==> config.mk <==
export PLATFORM = sky130hd
export DESIGN_NAME = fp_sub
export DESIGN_NICKNAME = d
export VERILOG_FILES = /design/src/rtl/fp_sub.sv
export SDC_FILE = /design/constraint.sdc
export NUM_CORES = 1
export LEC_CHECK = 0
export CELL_PAD_IN_SITES_DETAIL_PLACEMENT = 1
export CELL_PAD_IN_SITES_GLOBAL_PLACEMENT = 1
export CORE_MARGIN = 2
export CORE_UTILIZATION = 34
export CTS_CLUSTER_DIAMETER = 40
export CTS_CLUSTER_SIZE = 30
export DETAILED_ROUTE_END_ITERATION = 12
export PLACE_DENSITY_LB_ADDON = 0.1
export SYNTH_ARGS = -nofsm -noshare
export SYNTH_HDL_FRONTEND = slang
export SYNTH_SLANG_ARGS = --single-unit
==> constraint.sdc <==
create_clock -name clk -period 6.2 [get_ports clk]
set_input_delay 0.93 -clock clk [delete_from_list [all_inputs] [get_ports clk]]
set_output_delay 0.93 -clock clk [all_outputs]
set_load 0.01 [all_outputs]
==> src/rtl/fp_sub.sv <==
// Two-stage fixed-point subtractor c = a - b with mixed signedness, saturation,
// truncation toward minus infinity, ready/valid handshake and sticky flags.
module fp_sub #(
    parameter int i1 = 2,
    parameter int f1 = 14,
    parameter int i2 = 2,
    parameter int f2 = 14,
    parameter int i3 = 2,
    parameter int f3 = 13
) (
    input  logic             clk,
    input  logic             rst,
    input  logic             in_valid,
    output logic             in_ready,
    input  logic [i1+f1-1:0] a,
    input  logic             s1,
    input  logic [i2+f2-1:0] b,
    input  logic             s2,
    output logic             out_valid,
    input  logic             out_ready,
    output logic [i3+f3-1:0] c,
    output logic             sign,
    output logic             overflow,
    output logic             underflow,
    input  logic             clr_flags,
    output logic             ovf_sticky,
    output logic             udf_sticky,
    output logic [7:0]       ovf_count
);
    localparam int WC  = i3 + f3;
    localparam int IF  = (f1 > f2) ? f1 : f2;
    localparam int II  = ((i1 > i2) ? i1 : i2) + 2;
    localparam int DW  = II + IF;
    localparam int FF  = (f3 > IF) ? f3 : IF;
    localparam int TW  = II + ((i3 > II) ? i3 : II) + FF + 2;
    localparam int SHL = (f3 >= IF) ? f3 - IF : 0;
    localparam int SHR = (f3 >= IF) ? 0 : IF - f3;
    localparam int SHA = IF - f1;
    localparam int SHB = IF - f2;

    localparam logic signed [TW-1:0] ONE  = TW'(1);
    localparam logic signed [TW-1:0] SMAX = (ONE <<< (WC - 1)) - ONE;
    localparam logic signed [TW-1:0] SMIN = -(ONE <<< (WC - 1));
    localparam logic signed [TW-1:0] UMAX = (ONE <<< WC) - ONE;

    logic                 s1_v_q, s1_v_d;
    logic signed [DW-1:0] diff_q, diff_d;
    logic                 sgn1_q, sgn1_d;
    logic                 s2_v_q, s2_v_d;
    logic [WC-1:0]        c_q, c_d;
    logic                 sign_q, sign_d, ovf_q, ovf_d, udf_q, udf_d;
    logic                 ovf_sticky_q, ovf_sticky_d, udf_sticky_q, udf_sticky_d;
    logic [7:0]           ovf_count_q, ovf_count_d;

    logic signed [DW-1:0] a_al, b_al;
    logic signed [TW-1:0] wide, t;
    logic [WC-1:0]        c_n;
    logic                 ovf_n, udf_n;
    logic                 load_s2, s1_move, accept, out_xfer;
    logic [7:0]           cnt_base;

    // Stage 1: extend each operand by its own signedness, align to IF fraction bits.
    always_comb begin
        if (s1) a_al = DW'($signed(a));
        else    a_al = DW'(a);
        if (s2) b_al = DW'($signed(b));
        else    b_al = DW'(b);
        a_al = a_al <<< SHA;
        b_al = b_al <<< SHB;
    end

    // Stage 2: rescale to f3 fraction bits (arithmetic shift floors), then clamp.
    always_comb begin
        wide  = TW'(diff_q);
        t     = (wide <<< SHL) >>> SHR;
        c_n   = t[WC-1:0];
        ovf_n = 1'b0;
        if (sgn1_q) begin
            if (t > SMAX) begin
                c_n   = {1'b0, {(WC-1){1'b1}}};
                ovf_n = 1'b1;
            end else if (t < SMIN) begin
                c_n   = {1'b1, {(WC-1){1'b0}}};
                ovf_n = 1'b1;
            end
        end else begin
            if (t < 0) begin
                c_n   = '0;
                ovf_n = 1'b1;
            end else if (t > UMAX) begin
                c_n   = '1;
                ovf_n = 1'b1;
            end
        end
        udf_n = !ovf_n && (diff_q != '0) && (c_n == '0);
    end

    always_comb begin
        load_s2  = !s2_v_q || out_ready;
        s1_move  = s1_v_q && load_s2;
        in_ready = !rst && !(s1_v_q && s2_v_q && !out_ready);
        accept   = in_valid && in_ready;
        out_xfer = s2_v_q && out_ready;

        s1_v_d = accept || (s1_v_q && !s1_move);
        diff_d = accept ? (a_al - b_al) : diff_q;
        sgn1_d = accept ? (s1 | s2) : sgn1_q;

        s2_v_d = load_s2 ? s1_v_q : s2_v_q;
        c_d    = s1_move ? c_n    : c_q;
        sign_d = s1_move ? sgn1_q : sign_q;
        ovf_d  = s1_move ? ovf_n  : ovf_q;
        udf_d  = s1_move ? udf_n  : udf_q;

        // A flagged transfer in the same cycle as clr_flags restarts from one.
        ovf_sticky_d = clr_flags ? 1'b0 : ovf_sticky_q;
        udf_sticky_d = clr_flags ? 1'b0 : udf_sticky_q;
        cnt_base     = clr_flags ? 8'd0 : ovf_count_q;
        ovf_count_d  = cnt_base;
        if (out_xfer && ovf_q) begin
            ovf_sticky_d = 1'b1;
            if (cnt_base != 8'hFF) ovf_count_d = cnt_base + 8'd1;
        end
        if (out_xfer && udf_q) udf_sticky_d = 1'b1;
    end

    always_ff @(posedge clk) begin
        if (rst) begin
            s1_v_q       <= 1'b0;
            diff_q       <= '0;
            sgn1_q       <= 1'b0;
            s2_v_q       <= 1'b0;
            c_q          <= '0;
            sign_q       <= 1'b0;
            ovf_q        <= 1'b0;
            udf_q        <= 1'b0;
            ovf_sticky_q <= 1'b0;
            udf_sticky_q <= 1'b0;
            ovf_count_q  <= 8'd0;
        end else begin
            s1_v_q       <= s1_v_d;
            diff_q       <= diff_d;
            sgn1_q       <= sgn1_d;
            s2_v_q       <= s2_v_d;
            c_q          <= c_d;
            sign_q       <= sign_d;
            ovf_q        <= ovf_d;
            udf_q        <= udf_d;
            ovf_sticky_q <= ovf_sticky_d;
            udf_sticky_q <= udf_sticky_d;
            ovf_count_q  <= ovf_count_d;
        end
    end

    assign out_valid  = s2_v_q;
    assign c          = c_q;
    assign sign       = sign_q;
    assign overflow   = ovf_q;
    assign underflow  = udf_q;
    assign ovf_sticky = ovf_sticky_q;
    assign udf_sticky = udf_sticky_q;
    assign ovf_count  = ovf_count_q;
endmodule

==> metrics.cfg <==
[logic_synthesis]
ys_seq_area_share_pct = 33.3
synth_top_area_share_pct = 33.3
synth_edf_count = 0
syn_area_sq_um = 2950
synthCells = 372
synth_cell_types = 46
post-synth-top-count-cell = dfxtp_1
synth_top_area_cell = dfxtp_1
synth_ff_type = dfxtp_1
synth_area_per_cell_sq_um = 7.92
yosys_register_bits = 49
syn-num-nets = 430
synth_common_cells = dfxtp_1 (49), a21oi_1 (36), nor2_1 (33), nand2_1 (31), nand3_1 (26)
ys_warn_count = 0
async_flop_share_pct = 0
synth_area_leaders = dfxtp_1 (33%), ha_1 (7.6%), a21oi_1 (6.1%), nand3_1 (4.4%), nor2_1 (4.2%)

[floorplan]
io_pins = 69
core_area_sq_um = 8300
start_util_pct = 35.5
die_x_microns = 97.1
floorplan.die_area_sq_um = 9430
num_rows = 33
dieHeight_microns = 97.1

[setup_path]
cp.required_ps = 5270
cp.arrival_ps = 2520
start_kind = input pin
worst_setup_path_end_kind = output port
critPathKind = input pin to output port
path_max_fanout = 34
reg2reg_slack_ps = 4080

[clocking]
path_clk_slew_ps = 90
clock_latency_ps = 300
cts_max_path_buffers = 2
tritoncts = yes
h-tree-depth = 2
clkSinkCount = 49
cts_made_buffers = 5
cts_setup_buffers = 0
cts_resized = 0
clockRootBuffer = clkbuf_8
hold_buffers = 0

[routing]
wl_microns = 7430
drc_errors = 0
num_vias = 2787
wl_per_cell_microns = 13.9
avgViaCountPerCell = 5.23
dr.pass1.iters = 4
final_antenna_net_count = 0
drt-initial-drc-count = 110

[power]
pwr-share-comb_pct = 25.5
switching_share_pct = 30.5
power_density_nw_per_um2 = 206
power.share.clock_pct = 26.7
p_int_uw = 538
p_seq_share_pct = 47.8
irDropWorstVdd_uv = 78.8
power.total_uw = 775
p_switching_uw = 237
p_leak_uw = 0.00145

[timing]
max_freq_mhz = 290
slew_headroom_pct = 26.7
hold_viol_final = 0
setup_tns_ps = 0
finalSetupViolations = 0
tightestPinTransition_ps = 1100
period_minus_slack_ps = 3450
skew_ps = 4.46
min_period_over_period_pct = 55.7
rsz0062_at_grt = false
drv_slew = 0

[finish]
finalNetCount = 485
syn_to_final_growth_pct = 27.6
drive_above_1_share_pct = 3.27
fill_cells = 1007
insertedDiodeCount = 0

[worst_hold_path]
hp-class = register to register

[place]
place_hpwl_microns = 5730
io_buffer_count = 68
place.gp.congestion = 0.758

[run_status]
status = complete, no violations

[grt]
grt_pass1_vias = 2828
grt_first_pass_wirelength_microns = 13000
grt_max_degree = 36
grtUsageTotal_pct = 16.4
overflow = 0
antenna_found_initial = 0

[flow_run]
cap_violations = 0

through the flow:
stage | cells | utilization, % | area (sq um) | worst slack (ps) | hold WS (ps)
after floorplan | 372 | - | 2950 | 3440 | 450
after CTS | 533 | 45.3 | 3760 | 2730 | 461
after global placement | 525 | 44.1 | 3660 | 2780 | 443
after detailed placement | 525 | 44.1 | 3660 | 2730 | 447
after global routing | 533 | 45.3 | 3760 | 2660 | 478
final | 533 | 45.3 | 3760 | 2750 | 457
cells in the final DEF, fill, tap and decap left out, types with 4 or more instances in the layout:
master           count
nor2_1              33
a221oi_1            11
nand2_1             31
ha_1                18
a21oi_1             36
nand3_1             26
nor3_1               8
clkbuf_8             7
nor2b_1              8
dfxtp_1             49
clkdlybuf4s50_1     68
xor2_1              11
o211ai_1             5
nand2b_1             4
a21o_1               7
o21ai_1             22
a211oi_1             4
inv_1               18
nand4_1              7
xnor2_1              7
o21bai_1            11
state kept, by name, indices dropped and copies added, names as in the netlist:
register	cells
sgn1_q	1
overflow	1
sign	1
out_valid	1
udf_sticky	1
c	15
diff_q	18
ovf_sticky	1
ovf_count	8
s1_v_q	1
underflow	1
final timing paths:
kind / from / to / depth (start not counted)
min: c[12] / c[12] / 2
min reg2reg: c[12] / c[12] / 2
max reg2reg: out_valid / c[5] / 5
max: rst / in_ready / 4
cell families after synthesis:
group	count (synthesis)	share of synthesized area (%)
mux	1	0.340
simple gates	134	22.4
xor+xnor	18	5.35
buf+inv	40	6.03
compound gates	111	24.2
fa+ha+maj	19	8.32
flops	49	33.3
critical path: stages:
cell and delay, ps:
clkdlybuf4s50_1 400, buf_4 250, a21oi_1 330, clkdlybuf4s50_1 610
final cells by class:
| type | instances | area (sq um) | share of cell area, % |
|---|---|---|---|
| multi-input combinational | 283 | 1790 | 47.5 |
| sequential | 49 | 981 | 26.1 |
| timing repair buffer | 69 | 688 | 18.3 |
| tap | 105 | 131 | 3.49 |
| clock buffer | 7 | 96.3 | 2.56 |
| inverter | 19 | 71.3 | 1.90 |
| clock inverter | 1 | 5.00 | 0.133 |
power groups by stage:
stage          sequential (uW)  clock [uW]  combinational [uW]
2_1_floorplan              363           0                 141
4_1_cts                    370         216                 201
5_1_grt                    375         230                 225
6_report                   370         207                 198
3_3_place_gp               376           0                 197
3_5_place_dp               377           0                 201
per-layer routing:
metal  part of all wire, %  up-vias  GRT usage (%)
met3                   2.6        8           2.73
met2                    50       42           29.5
met5                     0        -              0
met4                   1.3        0           4.55
met1                    47     1295           20.1
li1                      -     1442              -
(Power assumes the default switching activity.)
